**src/rtl/uart_cmd_wrapper_pkg.sv**
```systemverilog
// Shared constants and state types for the UART command wrapper.
// Optional build macro: CMD_TIMEOUT_EN (inter-byte timeout in the rx path).
package cmd_pkg;

  localparam logic [7:0] RESP_ACK = 8'hA5;

  localparam logic [3:0] OP_CAL          = 4'h0;
  localparam logic [3:0] OP_MOVE         = 4'h2;
  localparam logic [3:0] OP_MOVE_FANFARE = 4'h3;
  localparam logic [3:0] OP_TOUR         = 4'h4;

  typedef enum logic {HIGH, LOW} rx_state_t;
  typedef enum logic {TX_IDLE, TX_BUSY} tx_state_t;

  function automatic logic [3:0] cmd_opcode(input logic [15:0] cmd);
    return cmd[15:12];
  endfunction

endpackage

```
**src/rtl/uart_cmd_wrapper_if.sv**
```systemverilog
// Byte-level UART handshake and command-level processor handshake.
// master = wrapper side, slave = UART/processor side.
interface uart_cmd_wrapper_if;
  logic        rx_rdy;
  logic [7:0]  rx_data;
  logic        clr_rx_rdy;
  logic [15:0] cmd;
  logic        cmd_rdy;
  logic        clr_cmd_rdy;
  logic        send_resp;
  logic        trmt;
  logic [7:0]  tx_data;
  logic        tx_done;
  logic        resp_sent;

  modport master (
    input  rx_rdy, rx_data, clr_cmd_rdy, send_resp, tx_done,
    output clr_rx_rdy, cmd, cmd_rdy, trmt, tx_data, resp_sent
  );

  modport slave (
    output rx_rdy, rx_data, clr_cmd_rdy, send_resp, tx_done,
    input  clr_rx_rdy, cmd, cmd_rdy, trmt, tx_data, resp_sent
  );
endinterface

```
**src/rtl/uart_cmd_wrapper_resp_sender.sv**
```systemverilog
// Transmit side: sends RESP_BYTE per send_resp, with a one-deep pending request.
module resp_sender
  import cmd_pkg::*;
#(
  parameter logic [7:0] RESP_BYTE = RESP_ACK
) (
  input  logic       clk,
  input  logic       rst_n,
  input  logic       send_resp,
  input  logic       tx_done,
  output logic       trmt,
  output logic [7:0] tx_data,
  output logic       resp_sent
);

  tx_state_t state;
  logic      pending;

  always_ff @(posedge clk or negedge rst_n) begin
    if (!rst_n) begin
      state     <= TX_IDLE;
      pending   <= 1'b0;
      trmt      <= 1'b0;
      tx_data   <= RESP_BYTE;
      resp_sent <= 1'b0;
    end else begin
      trmt      <= 1'b0;
      resp_sent <= 1'b0;
      case (state)
        TX_IDLE: begin
          if (send_resp || pending) begin
            trmt    <= 1'b1;
            tx_data <= RESP_BYTE;
            // a new request landing while pending is served stays queued
            pending <= pending && send_resp;
            state   <= TX_BUSY;
          end
        end
        TX_BUSY: begin
          if (send_resp) pending <= 1'b1;
          if (tx_done) begin
            resp_sent <= 1'b1;
            state     <= TX_IDLE;
          end
        end
        default: state <= TX_IDLE;
      endcase
    end
  end

endmodule

```
**src/rtl/uart_cmd_wrapper.sv**
```systemverilog
// Pairs received UART bytes into 16-bit commands (high byte first) and returns an ack byte.
// Optional build macro: CMD_TIMEOUT_EN drops a stale high byte after TIMEOUT_CYC clocks.
module uart_cmd_wrapper
  import cmd_pkg::*;
#(
  parameter logic [7:0]  RESP_BYTE   = RESP_ACK
`ifdef CMD_TIMEOUT_EN
 ,parameter logic [23:0] TIMEOUT_CYC = 24'd2_500_000
`endif
) (
  input logic                 clk,
  input logic                 rst_n,
  uart_cmd_wrapper_if.master  bus
);

  rx_state_t  rx_state;
  logic [7:0] hi_byte;
  logic       take_hi;
  logic       take_lo;

  assign take_hi        = bus.rx_rdy && (rx_state == HIGH);
  // low byte stalls in the UART until the previous command is consumed
  assign take_lo        = bus.rx_rdy && (rx_state == LOW) && !bus.cmd_rdy;
  assign bus.clr_rx_rdy = take_hi || take_lo;

`ifdef CMD_TIMEOUT_EN
  logic [23:0] to_cnt;
  logic        timeout;
  assign timeout = (rx_state == LOW) && (to_cnt == TIMEOUT_CYC - 24'd1);
`endif

  always_ff @(posedge clk or negedge rst_n) begin
    if (!rst_n) begin
      rx_state    <= HIGH;
      hi_byte     <= 8'h00;
      bus.cmd     <= 16'h0000;
      bus.cmd_rdy <= 1'b0;
`ifdef CMD_TIMEOUT_EN
      to_cnt      <= 24'd0;
`endif
    end else begin
      if (bus.clr_cmd_rdy) bus.cmd_rdy <= 1'b0;
      case (rx_state)
        HIGH: begin
          if (take_hi) begin
            hi_byte  <= bus.rx_data;
            rx_state <= LOW;
`ifdef CMD_TIMEOUT_EN
            to_cnt   <= 24'd0;
`endif
          end
        end
        LOW: begin
          if (take_lo) begin
            bus.cmd     <= {hi_byte, bus.rx_data};
            bus.cmd_rdy <= 1'b1;
            rx_state    <= HIGH;
          end
`ifdef CMD_TIMEOUT_EN
          else if (timeout) rx_state <= HIGH;
          else              to_cnt   <= to_cnt + 24'd1;
`endif
        end
        default: rx_state <= HIGH;
      endcase
    end
  end

  resp_sender #(.RESP_BYTE(RESP_BYTE)) u_resp (
    .clk       (clk),
    .rst_n     (rst_n),
    .send_resp (bus.send_resp),
    .tx_done   (bus.tx_done),
    .trmt      (bus.trmt),
    .tx_data   (bus.tx_data),
    .resp_sent (bus.resp_sent)
  );

endmodule

```
**src/flat_wrapper.sv**
```systemverilog
// flat-port wrapper written by rule: the top's interface ports become plain ports
module uart_cmd_wrapper_flat import cmd_pkg::*;
#(
  parameter logic [7:0]  RESP_BYTE   = RESP_ACK

)
  (clk, rst_n, bus_rx_rdy, bus_rx_data, bus_clr_cmd_rdy, bus_send_resp, bus_tx_done, bus_clr_rx_rdy, bus_cmd, bus_cmd_rdy, bus_trmt, bus_tx_data, bus_resp_sent);
  uart_cmd_wrapper_if bus_i ();
  input logic clk;
  input logic rst_n;
  input wire logic [$bits(bus_i.rx_rdy)-1:0] bus_rx_rdy;
  input wire logic [$bits(bus_i.rx_data)-1:0] bus_rx_data;
  input wire logic [$bits(bus_i.clr_cmd_rdy)-1:0] bus_clr_cmd_rdy;
  input wire logic [$bits(bus_i.send_resp)-1:0] bus_send_resp;
  input wire logic [$bits(bus_i.tx_done)-1:0] bus_tx_done;
  output wire logic [$bits(bus_i.clr_rx_rdy)-1:0] bus_clr_rx_rdy;
  output wire logic [$bits(bus_i.cmd)-1:0] bus_cmd;
  output wire logic [$bits(bus_i.cmd_rdy)-1:0] bus_cmd_rdy;
  output wire logic [$bits(bus_i.trmt)-1:0] bus_trmt;
  output wire logic [$bits(bus_i.tx_data)-1:0] bus_tx_data;
  output wire logic [$bits(bus_i.resp_sent)-1:0] bus_resp_sent;
  assign bus_i.rx_rdy = bus_rx_rdy;
  assign bus_i.rx_data = bus_rx_data;
  assign bus_i.clr_cmd_rdy = bus_clr_cmd_rdy;
  assign bus_i.send_resp = bus_send_resp;
  assign bus_i.tx_done = bus_tx_done;
  assign bus_clr_rx_rdy = bus_i.clr_rx_rdy;
  assign bus_cmd = bus_i.cmd;
  assign bus_cmd_rdy = bus_i.cmd_rdy;
  assign bus_trmt = bus_i.trmt;
  assign bus_tx_data = bus_i.tx_data;
  assign bus_resp_sent = bus_i.resp_sent;
  uart_cmd_wrapper #(.RESP_BYTE(RESP_BYTE)) u_core (.clk(clk), .rst_n(rst_n), .bus(bus_i));
endmodule
```
**config.mk**
```make
export PLATFORM = sky130hd
export DESIGN_NAME = uart_cmd_wrapper_flat
export DESIGN_NICKNAME = d
export VERILOG_FILES = /design/src/rtl/uart_cmd_wrapper_pkg.sv /design/src/rtl/uart_cmd_wrapper_if.sv /design/src/rtl/uart_cmd_wrapper_resp_sender.sv /design/src/rtl/uart_cmd_wrapper.sv /design/src/flat_wrapper.sv
export SDC_FILE = /design/constraint.sdc
export NUM_CORES = 1
export LEC_CHECK = 0
export ABC_AREA = 1
export BUFFER_PORTS_ARGS = -buffer_cell sky130_fd_sc_hd__buf_2
export CAP_MARGIN = 10
export CORE_UTILIZATION = 52
export DETAILED_ROUTE_END_ITERATION = 10
export GPL_ROUTABILITY_DRIVEN = 0
export PLACE_DENSITY = 0.9
export RECOVER_POWER = 25
export SLEW_MARGIN = 20
export SYNTH_ARGS = -nofsm -noshare
export SYNTH_HDL_FRONTEND = slang
export SYNTH_SLANG_ARGS = --single-unit
```
**constraint.sdc**
```tcl
create_clock -name clk -period 3.1 [get_ports clk]
set_input_delay 0.62 -clock clk [delete_from_list [all_inputs] [get_ports clk]]
set_output_delay 0.62 -clock clk [all_outputs]
set_load 0.1 [all_outputs]
```
==> flow_summary.yaml <==
sta:
  drv_slew: 31
  finClkSkew_ps: 5.85
  grt_setup_unrepaired: "false"
  setup-tns-final_ps: 0
  setup_viol: 0
  worst_slew_pin_slew_ps: 1510
  min_period_ps: 2600
  finalHoldViolations: 0
  slew_headroom_pct: -0.699
  fmax_ghz: 0.385
  post-route-period-util_pct: 83.8
layout:
  synthToLayoutAreaGrowth_pct: 13.4
  seq_area_sq_um: 751
  multi_input_area_sq_um: 415
  drive_gt1_share_pct: 25.7
  diodes: 0
  nets: 180
  num-fill-cells: 207
logic_synthesis:
  syn_inst: 135
  synth_edf_count: 0
  synthTopCellsByCount: "nand2_1, dfrtp_1, nand4_1"
  ys_ff_latch: 30
  yosysSeqAreaShare_pct: 59.1
  netlist-cell-type-count: 15
  netlist_area_sq_um: 1270
  synthArstFlopShare_pct: 100
  synth_top_cell_by_area: "dfrtp_1"
  yosysMostFrequentCell: "nand2_1"
  synth_ff_type: "dfrtp_1"
  yosysTopAreaCellShare_pct: 59.1
  ys_warn_count: 0
  synth.area.top_cells: "dfrtp_1, nand2_1, nand4_1, buf_4, nand3_1"
  avgSynthCellArea_sq_um: 9.41
job:
  drv_cap: 1
hold_path:
  min-delay-start: "u_core.u_resp.state"
  hold_path_class: "reg2reg"
  hold_path_depth: 1
  holdPathEnd: "u_core.u_resp.trmt"
setup_path:
  max_stage_delay_ps: 770
  crit_required_ps: 2480
  reg2reg_depth: 3
  regToRegEndpoint: "u_core.bus.cmd[15]"
  start_kind: "flip-flop"
  cp_cell_sequence: "nand3_4 -> nand2_1 -> buf_2"
  reg2reg_slack_ps: 1700
  worstPathArrival_ps: 1980
  r2r-start: "u_core.rx_state"
  path_class: "reg2out"
  crit_fanout: 19
  cp_slowest_cell: "dfrtp_1"
  end_kind: "output port"
grt:
  grt_antenna_before_repair: 0
  grt_usage_pct: 20.8
  grt_pass1_vias: 914
  grt-ovfl-total: 0
  grt_max_degree: 31
  grt_first_pass_wirelength_mm: 3.94
floorplanning:
  die-area_sq_um: 2640
  fp-row-count: 17
  die_h_um: 51.4
  ios: 42
  die_w_um: 51.4
  start_util_pct: 56.3
  core_sq_um: 2250
clock_network:
  cts_buffers: 5
  clock-root-buffer: "clkbuf_4"
  cts_hold_buf: 0
  clkLatencyLatePin_ps: 310
  path_clk_slew_ps: 90
  htree_levels: 2
  cts_resized: 0
  clock_path_buffers: 2
  cts_tree: "yes"
  post_cts_buffers: 0
  cts_num_sinks: 30
detailed_routing:
  dr.pass1.iters: 4
  post-route-drc-count: 0
  num_vias: 1023
  drt-vias-per-instance: 5.25
  wl_mm: 2.38
  first_iter_violations: 24
  wl_per_cell_um: 12.2
  ant_nets: 0
place:
  dp_hpwl_mm: 1.76
  portBuffers: 33
status:
  violations: "max-capacitance violations, max-slew violations"
  status: "finished with violations"
final cells by class:
class	count	area share [%]
well taps	28	2.43
repair buffers	33	11.4
multi-input cells	92	28.8
flip-flops and latches	30	52.1
clock inverters	1	0.348
inverters	4	1.04
clock buffers	7	3.82
flip-flops by register name (all words and copies together) (netlist names):
name and cells:
u_core.bus.cmd 16, u_core.hi_byte 8, u_core.bus.cmd_rdy 1, u_core.rx_state 1
u_core.u_resp.pending 1, u_core.u_resp.resp_sent 1, u_core.u_resp.state 1, u_core.u_resp.trmt 1
how the worst max path moves through the flow:
stage                                  start             end  slack [ps]  depth (start not counted)
final                        u_core.rx_state  bus_clr_rx_rdy         500                          3
after global routing         u_core.rx_state  bus_clr_rx_rdy         410                          3
after CTS                    u_core.rx_state  bus_clr_rx_rdy         530                          3
after detailed placement          bus_rx_rdy  bus_clr_rx_rdy         660                          4
after global placement            bus_rx_rdy  bus_clr_rx_rdy         710                          4
after floorplan           u_core.bus.cmd_rdy  bus_clr_rx_rdy         530                          4
cell usage in the layout (no fill, tap or decap), types with 2 or more instances in the layout:
cell      count
clkbuf_1      2
buf_2        32
inv_2         2
nor2_1        2
nand3_1       8
conb_1        8
clkbuf_4      5
dfrtp_1      30
nand4_1      16
inv_1         2
a21oi_1       2
nand2_1      53
cells by family (layout without fill, tap and decap cells):
family	after synthesis	count (layout)	share of synthesized area, %
AND/OR/NAND/NOR	81	81	29.2
AO/OA/AOI/OAI	3	3	1.18
buffers and inverters	19	45	9.95
flip-flops	30	30	59.1
other	2	8	0.591
worst max-delay path, delay by kind of cell, from the launching register on:
kind	cells	cell delay (ps)
DFF	1	770
buffers and inverters	1	430
and+or+nand+nor	2	460
metal layers:
layer  global-route usage (%)  vias up  part of all wire [%]
li1                         -      490                     -
met1                     25.4      494                    44
met2                     32.9       37                    49
met3                     8.63        2                   6.9
met4                     7.66        0                  0.46
met5                        0        -                     0
per-stage QoR:
stage / instances / setup slack (ps) / hold WS, ps / area [sq um] / util [%]
after floorplan: 141 / 530 / 324 / 1290 / -
after global placement: 187 / 711 / 438 / 1380 / 61.3
after detailed placement: 187 / 656 / 438 / 1380 / 61.3
after CTS: 195 / 525 / 335 / 1440 / 63.9
after global routing: 195 / 413 / 467 / 1440 / 63.9
final: 195 / 502 / 449 / 1440 / 63.9
Power is not shown: default switching activity piles up to over one toggle a cycle in this logic, so the estimate is an artifact.
